<file path="src/rtl/memory_stage_lsu.sv">
// memory_stage_lsu: M->W pipeline register with a local data memory and a
// configurable number of wait states per access.
// Optional feature macro: MEM_STALL_CNT_EN (saturating stall-cycle counter on StallCnt).
//
// state | meaning
// IDLE  | no access in flight; zero-latency accesses complete here
// WAIT  | access held by upstream, counting down remaining wait cycles
module memory_stage_lsu #(
    parameter int XLEN        = 32,
    parameter int DEPTH_WORDS = 64,
    parameter int MEM_LATENCY = 0
) (
    input  logic            clk,
    input  logic            rst,
    input  logic            ValidM,
    input  logic            RegWriteM,
    input  logic            MemReadM,
    input  logic            MemWriteM,
    input  logic            ResultSrcM,
    input  logic [2:0]      Funct3M,
    input  logic [4:0]      RD_M,
    input  logic [XLEN-1:0] PCPlus4M,
    input  logic [XLEN-1:0] WriteDataM,
    input  logic [XLEN-1:0] ALU_ResultM,
    output logic            StallM,
    output logic            ValidW,
    output logic            RegWriteW,
    output logic            ResultSrcW,
    output logic            MisalignW,
    output logic [4:0]      RD_W,
    output logic [XLEN-1:0] PCPlus4W,
    output logic [XLEN-1:0] ALU_ResultW,
    output logic [XLEN-1:0] ReadDataW,
    output logic [31:0]     StallCnt
);

    localparam int AW = $clog2(DEPTH_WORDS);
    localparam int NB = XLEN / 8;

    typedef enum logic {IDLE, WAIT} state_t;

    state_t          state_q, state_d;
    logic [2:0]      cnt_q, cnt_d;
    logic [XLEN-1:0] mem_q [DEPTH_WORDS];

    logic            mem_op, aligned, misalign, access, complete, stall, mem_we;
    logic [AW-1:0]   word_idx;
    logic [1:0]      byte_off;
    logic [XLEN-1:0] rd_word, load_data, wr_word;
    logic [7:0]      rd_byte;
    logic [15:0]     rd_half;
    logic [NB-1:0]   byte_en;
    logic            unused_addr_hi;

    logic            valid_w_q, valid_w_d;
    logic            reg_write_w_q, reg_write_w_d;
    logic            result_src_w_q, result_src_w_d;
    logic            misalign_w_q, misalign_w_d;
    logic [4:0]      rd_w_q, rd_w_d;
    logic [XLEN-1:0] pc_plus4_w_q, pc_plus4_w_d;
    logic [XLEN-1:0] alu_result_w_q, alu_result_w_d;
    logic [XLEN-1:0] read_data_w_q, read_data_w_d;

    // Address wraps modulo the array depth; the upper address bits are ignored.
    assign word_idx       = ALU_ResultM[AW+1:2];
    assign byte_off       = ALU_ResultM[1:0];
    assign unused_addr_hi = ^ALU_ResultM[XLEN-1:AW+2];

    // Alignment, access qualification and store lane steering (reserved sizes act as word).
    always_comb begin
        mem_op  = MemReadM | MemWriteM;
        aligned = 1'b1;
        byte_en = '1;
        wr_word = WriteDataM;
        case (Funct3M[1:0])
            2'b00: begin
                byte_en = NB'(1) << byte_off;
                wr_word = {NB{WriteDataM[7:0]}};
            end
            2'b01: begin
                aligned = ~ALU_ResultM[0];
                byte_en = NB'(3) << {ALU_ResultM[1], 1'b0};
                wr_word = {(NB/2){WriteDataM[15:0]}};
            end
            default: aligned = (ALU_ResultM[1:0] == 2'b00);
        endcase
        misalign = mem_op & ~aligned;
        // Reset gates the access so a held request cannot stall or write while rst is low.
        access   = rst & ValidM & mem_op & aligned;
    end

    // Load data extraction and sign/zero extension.
    always_comb begin
        rd_word = mem_q[word_idx];
        rd_byte = rd_word[{byte_off, 3'b000} +: 8];
        rd_half = rd_word[{ALU_ResultM[1], 4'b0000} +: 16];
        case (Funct3M)
            3'b000:  load_data = {{(XLEN-8){rd_byte[7]}}, rd_byte};
            3'b001:  load_data = {{(XLEN-16){rd_half[15]}}, rd_half};
            3'b100:  load_data = {{(XLEN-8){1'b0}}, rd_byte};
            3'b101:  load_data = {{(XLEN-16){1'b0}}, rd_half};
            default: load_data = rd_word;
        endcase
    end

    // Wait-state FSM: next state, countdown and stall/complete decode.
    always_comb begin
        state_d  = state_q;
        cnt_d    = cnt_q;
        stall    = 1'b0;
        complete = 1'b0;
        case (state_q)
            IDLE: begin
                if (access) begin
                    if (MEM_LATENCY == 0) begin
                        complete = 1'b1;
                    end else begin
                        stall   = 1'b1;
                        state_d = WAIT;
                        cnt_d   = 3'(MEM_LATENCY - 1);
                    end
                end
            end
            WAIT: begin
                if (cnt_q == 3'd0) begin
                    complete = access;
                    state_d  = IDLE;
                end else begin
                    stall = 1'b1;
                    cnt_d = cnt_q - 3'd1;
                end
            end
            default: state_d = IDLE;
        endcase
        mem_we = complete & MemWriteM;
    end

    // FSM state and wait counter registers.
    always_ff @(posedge clk or negedge rst) begin
        if (!rst) begin
            state_q <= IDLE;
            cnt_q   <= 3'd0;
        end else begin
            state_q <= state_d;
            cnt_q   <= cnt_d;
        end
    end

    // Data array: written once at the completing edge, never touched by reset.
    always_ff @(posedge clk) begin
        if (mem_we) begin
            for (int i = 0; i < NB; i++) begin
                if (byte_en[i]) mem_q[word_idx][8*i +: 8] <= wr_word[8*i +: 8];
            end
        end
    end

    // W-stage next values: bubble while stalled or when M is invalid.
    always_comb begin
        valid_w_d      = 1'b0;
        reg_write_w_d  = 1'b0;
        result_src_w_d = 1'b0;
        misalign_w_d   = 1'b0;
        rd_w_d         = 5'd0;
        pc_plus4_w_d   = '0;
        alu_result_w_d = '0;
        read_data_w_d  = '0;
        if (!stall && ValidM) begin
            valid_w_d      = 1'b1;
            reg_write_w_d  = RegWriteM & ~misalign;
            result_src_w_d = ResultSrcM;
            misalign_w_d   = misalign;
            rd_w_d         = RD_M;
            pc_plus4_w_d   = PCPlus4M;
            alu_result_w_d = ALU_ResultM;
            read_data_w_d  = (MemReadM & aligned) ? load_data : '0;
        end
    end

    // W-stage pipeline registers.
    always_ff @(posedge clk or negedge rst) begin
        if (!rst) begin
            valid_w_q      <= 1'b0;
            reg_write_w_q  <= 1'b0;
            result_src_w_q <= 1'b0;
            misalign_w_q   <= 1'b0;
            rd_w_q         <= 5'd0;
            pc_plus4_w_q   <= '0;
            alu_result_w_q <= '0;
            read_data_w_q  <= '0;
        end else begin
            valid_w_q      <= valid_w_d;
            reg_write_w_q  <= reg_write_w_d;
            result_src_w_q <= result_src_w_d;
            misalign_w_q   <= misalign_w_d;
            rd_w_q         <= rd_w_d;
            pc_plus4_w_q   <= pc_plus4_w_d;
            alu_result_w_q <= alu_result_w_d;
            read_data_w_q  <= read_data_w_d;
        end
    end

`ifdef MEM_STALL_CNT_EN
    logic [31:0] stall_cnt_q, stall_cnt_d;

    // Saturating count of cycles with StallM asserted.
    always_comb begin
        stall_cnt_d = stall_cnt_q;
        if (stall && (stall_cnt_q != 32'hFFFF_FFFF)) stall_cnt_d = stall_cnt_q + 32'd1;
    end

    // Stall counter register.
    always_ff @(posedge clk or negedge rst) begin
        if (!rst) stall_cnt_q <= 32'd0;
        else      stall_cnt_q <= stall_cnt_d;
    end

    assign StallCnt = stall_cnt_q;
`else
    assign StallCnt = 32'd0;
`endif

    assign StallM      = stall;
    assign ValidW      = valid_w_q;
    assign RegWriteW   = reg_write_w_q;
    assign ResultSrcW  = result_src_w_q;
    assign MisalignW   = misalign_w_q;
    assign RD_W        = rd_w_q;
    assign PCPlus4W    = pc_plus4_w_q;
    assign ALU_ResultW = alu_result_w_q;
    assign ReadDataW   = read_data_w_q;

endmodule
</file>
<file path="config.mk">
export PLATFORM = sky130hd
export DESIGN_NAME = memory_stage_lsu
export DESIGN_NICKNAME = d
export VERILOG_FILES = /design/src/rtl/memory_stage_lsu.sv
export SDC_FILE = /design/constraint.sdc
export NUM_CORES = 2
export LEC_CHECK = 0
export ABC_AREA = 0
export CORE_ASPECT_RATIO = 0.7
export CORE_UTILIZATION = 55
export CTS_CLUSTER_DIAMETER = 40
export DETAILED_ROUTE_END_ITERATION = 10
export DONT_BUFFER_PORTS = 1
export PLACE_DENSITY = 0.73
export SLEW_MARGIN = 20
export SYNTH_ARGS = -nofsm -noshare
export SYNTH_HDL_FRONTEND = slang
export SYNTH_SLANG_ARGS = --single-unit
</file>
<file path="constraint.sdc">
create_clock -name clk -period 7.8 [get_ports clk]
set_input_delay 1.95 -clock clk [delete_from_list [all_inputs] [get_ports clk]]
set_output_delay 1.95 -clock clk [all_outputs]
set_load 0.03 [all_outputs]
</file>
==> metrics.cfg <==
[status]
status = finished with violations
violations = design-rule violations

[setup_path]
start_kind = input port
ff2ff_path_depth = 8
reg2reg_slack_ns = 2.72
required_ns = 8.25
crit_type = input port to register
crit_fanout = 273
cp.depth = 4
worstSetupEndpointType = register
critPathTopFamily = simple AND/OR/NAND/NOR gates
cpPeakStageDelay_ns = 1.20
critPathBufInv = 1
crit_slowest_cell = and3b_4
cp_data_arrival_time_ns = 6.31
crit_chain = and3b_4, buf_4, nand2_1, nor2_1

[sta]
setup_viol_count_final = 0
fin_tns_setup_ns = 0
rsz0062_at_grt = no
slew_viol_final = 0
finalHoldViolations = 0
min_period_ns = 5.85
relSlewSlack_pct = 12.9
setup_ws_ns = 1.95
max_freq_mhz = 171
post-route-period-util_pct = 75.0
fin_skew_ns = 0.0436
worst_pin_slew_ns = 1.30
holdWs_ns = 0.487

[run]
maxCapViolCount = 0

[synthesis]
yosys_warnings = 0
async_reset_ff_share_pct = 5.05
synthCells = 4778
synth_top_flop_cell = edfxtp_1
ys_seq_elements = 2157
seq_area_frac_synth_pct = 78.0
syn-cell-area_um2 = 82400
synth_cell_types = 82
synth_edf_count = 2048
avgSynthCellArea_um2 = 17.2

[power_and_ir_drop]
power_density_nw_per_um2 = 261
vdd_drop_max_mv = 0.249
switchingPower_uw = 5290
combPwrFrac_pct = 5.0
seqPwrFrac_pct = 54.1
intPower_uw = 18500
p_sw_share_pct = 22.3
p_clk_share_pct = 40.9
leakage_uw = 0.0288
p_total_uw = 23700

[finish]
drive_gt1_share_pct = 11.4
register_area_um2 = 64200
final_nets = 4849
multi_input_area_um2 = 16600
fillers = 10300
area_delta_synth_final_pct = 10.2
fin_cells = 6902

[floorplanning]
initial_core_util_pct = 55.6
die_h_um = 326
io_pins = 249
die_w_um = 465
rows = 118
core_area_um2 = 148000
die-area_um2 = 151000

[clock_tree]
postCtsSetupRepairBufs = 0
cts_max_path_buffers = 3
ctsHoldBuffers = 0
cts_tree = done
clk_pin_slew_ns = 0.06
cts.repair.resized = 0
clkSinkCount = 2157
cts_made_buffers = 191
clk_latency_ns = 0.85
clockRootBuffer = clkbuf_16
cts-htree-levels = 4

[global_routing]
antenna_found_initial = 18
grt_usage_pct = 34.5
overflow = 0
grt_pass1_vias = 46600
grt_pass1_wl_um = 364000
grt_max_degree = 304

[route]
via_count = 49900
drt_pre_antenna_iters = 11
drc = 6
drt-initial-drc-count = 9564
drt_wl_total_um = 264000
ant_nets = 0
wire_per_inst_um = 38.3
vias_per_cell = 7.23

[placed_design]
port_buffers = 0
place_worst_setup_slack_ns = 1.80
gp_congestion = 0.949
dp.cells = 6523
post-dp-hpwl_um = 160000

[worst_hold_path]
whs_path_depth = 1
min-delay-path-class = register to register

## sequential cells by signal, indices dropped and copies added, names as in the netlist
name / flops
MisalignW: 1
PCPlus4W: 32
ALU_ResultW: 32
RegWriteW: 1
ReadDataW: 32
ValidW: 1
state_q: 1
RD_W: 5
cnt_q: 3
mem_q: 2048
ResultSrcW: 1
## worst paths after layout
| path | startpoint | endpoint |
|---|---|---|
| max | ALU_ResultM[3] | mem_q[61][0]$_DFFE_PP_ |
| min | cnt_q[0]$_DFFE_PN0P_ | cnt_q[0]$_DFFE_PN0P_ |
| max reg2reg | cnt_q[0]$_DFFE_PN0P_ | mem_q[14][28]$_DFFE_PP_ |
| min reg2reg | cnt_q[0]$_DFFE_PN0P_ | cnt_q[0]$_DFFE_PN0P_ |
| max in group asynchronous | rst | ReadDataW[0]$_DFF_PN0_ |
| min in group asynchronous | rst | ALU_ResultW[13]$_DFF_PN0_ |
## metal layers
layer / global-route usage, % / wire [um] / vias to the layer above
li1: - / - / 19400
met1: 46.9 / 92500 / 25200
met2: 46.7 / 109000 / 4530
met3: 15.3 / 46200 / 771
met4: 18.4 / 16600 / 6
met5: 0.0309 / 34 / -
## kinds of logic after synthesis
kind of cell	after synthesis	synth area share [%]
compound gates	1111	10.1
xor+xnor	1	0.0106
fa+ha+maj	2	0.0304
buf+inv	394	2.40
flops	2157	78.0
mux	252	3.97
other cells	1	0.00455
simple gates	860	5.55
## power groups by stage
stage	Combinational, uW	Clock, uW	Sequential (uW)
floorplan	673	0	13100
global placement	1100	0	13100
detailed placement	1120	0	13100
CTS	1120	9660	12900
global route	1190	10100	12800
finish	1190	9710	12900
## area by class of cell
class                      count  area share [%]
clock inverter               108            1.31
inverter                      15          0.0620
antenna                       19          0.0523
multi-input combinational   2258            18.3
tap                         1980            2.73
clock buffer                 252            5.70
timing repair buffer         113            1.18
sequential                  2157            70.7
## placed cells by master, fill, tap and decap left out, types with 18 or more instances in the layout
master and count:
a21oi_1 65, a221oi_1 71, a22o_1 111, a22oi_1 520
a31oi_1 48, a41oi_1 28, and3_1 78, buf_4 96
bufinv_16 20, clkbuf_1 49, clkbuf_16 195, clkinv_1 31
clkinv_2 32, conb_1 32, dfrtp_1 109, diode_2 19
edfxtp_1 2048, mux2_2 45, mux2i_1 149, mux4_2 55
nand2_1 158, nand3_1 18, nand4_1 82, nand4b_1 18
nor2_1 300, nor3_1 40, o21ai_0 52, o22ai_1 67
o31ai_1 21
## per-stage QoR
stage | utilization [%] | instance area (um^2)
floorplan | - | 82500
global placement | 56.9 | 84400
detailed placement | 56.9 | 84400
CTS | 61.2 | 90800
global route | 61.2 | 90800
finish | 61.3 | 90800
## cell usage after synthesis, types with 18 or more instances
cell         n  area share (%)
edfxtp_1  2048              75
a22oi_1    520             4.7
nor2_1     303             1.4
clkbuf_1   168            0.77
nand2_1    159            0.72
mux2i_1    149             1.8
a22o_1     111             1.2
dfrtp_1    109             3.3
buf_2      105            0.64
nand4_1     82            0.62
and3_1      79            0.60
a221oi_1    71            0.75
o22ai_1     67            0.51
a21oi_1     65            0.39
o21ai_0     60            0.36
mux4_2      55             1.5
buf_4       50            0.46
a31oi_1     48            0.36
mux2_2      45            0.62
nor3_1      41            0.25
buf_1       37            0.17
a41oi_1     28            0.30
o31ai_1     21            0.19
nand3_1     19            0.12
nor4bb_1    19            0.23
nand4b_1    18            0.19
No activity file was read; power rests on OpenSTA's default activity.
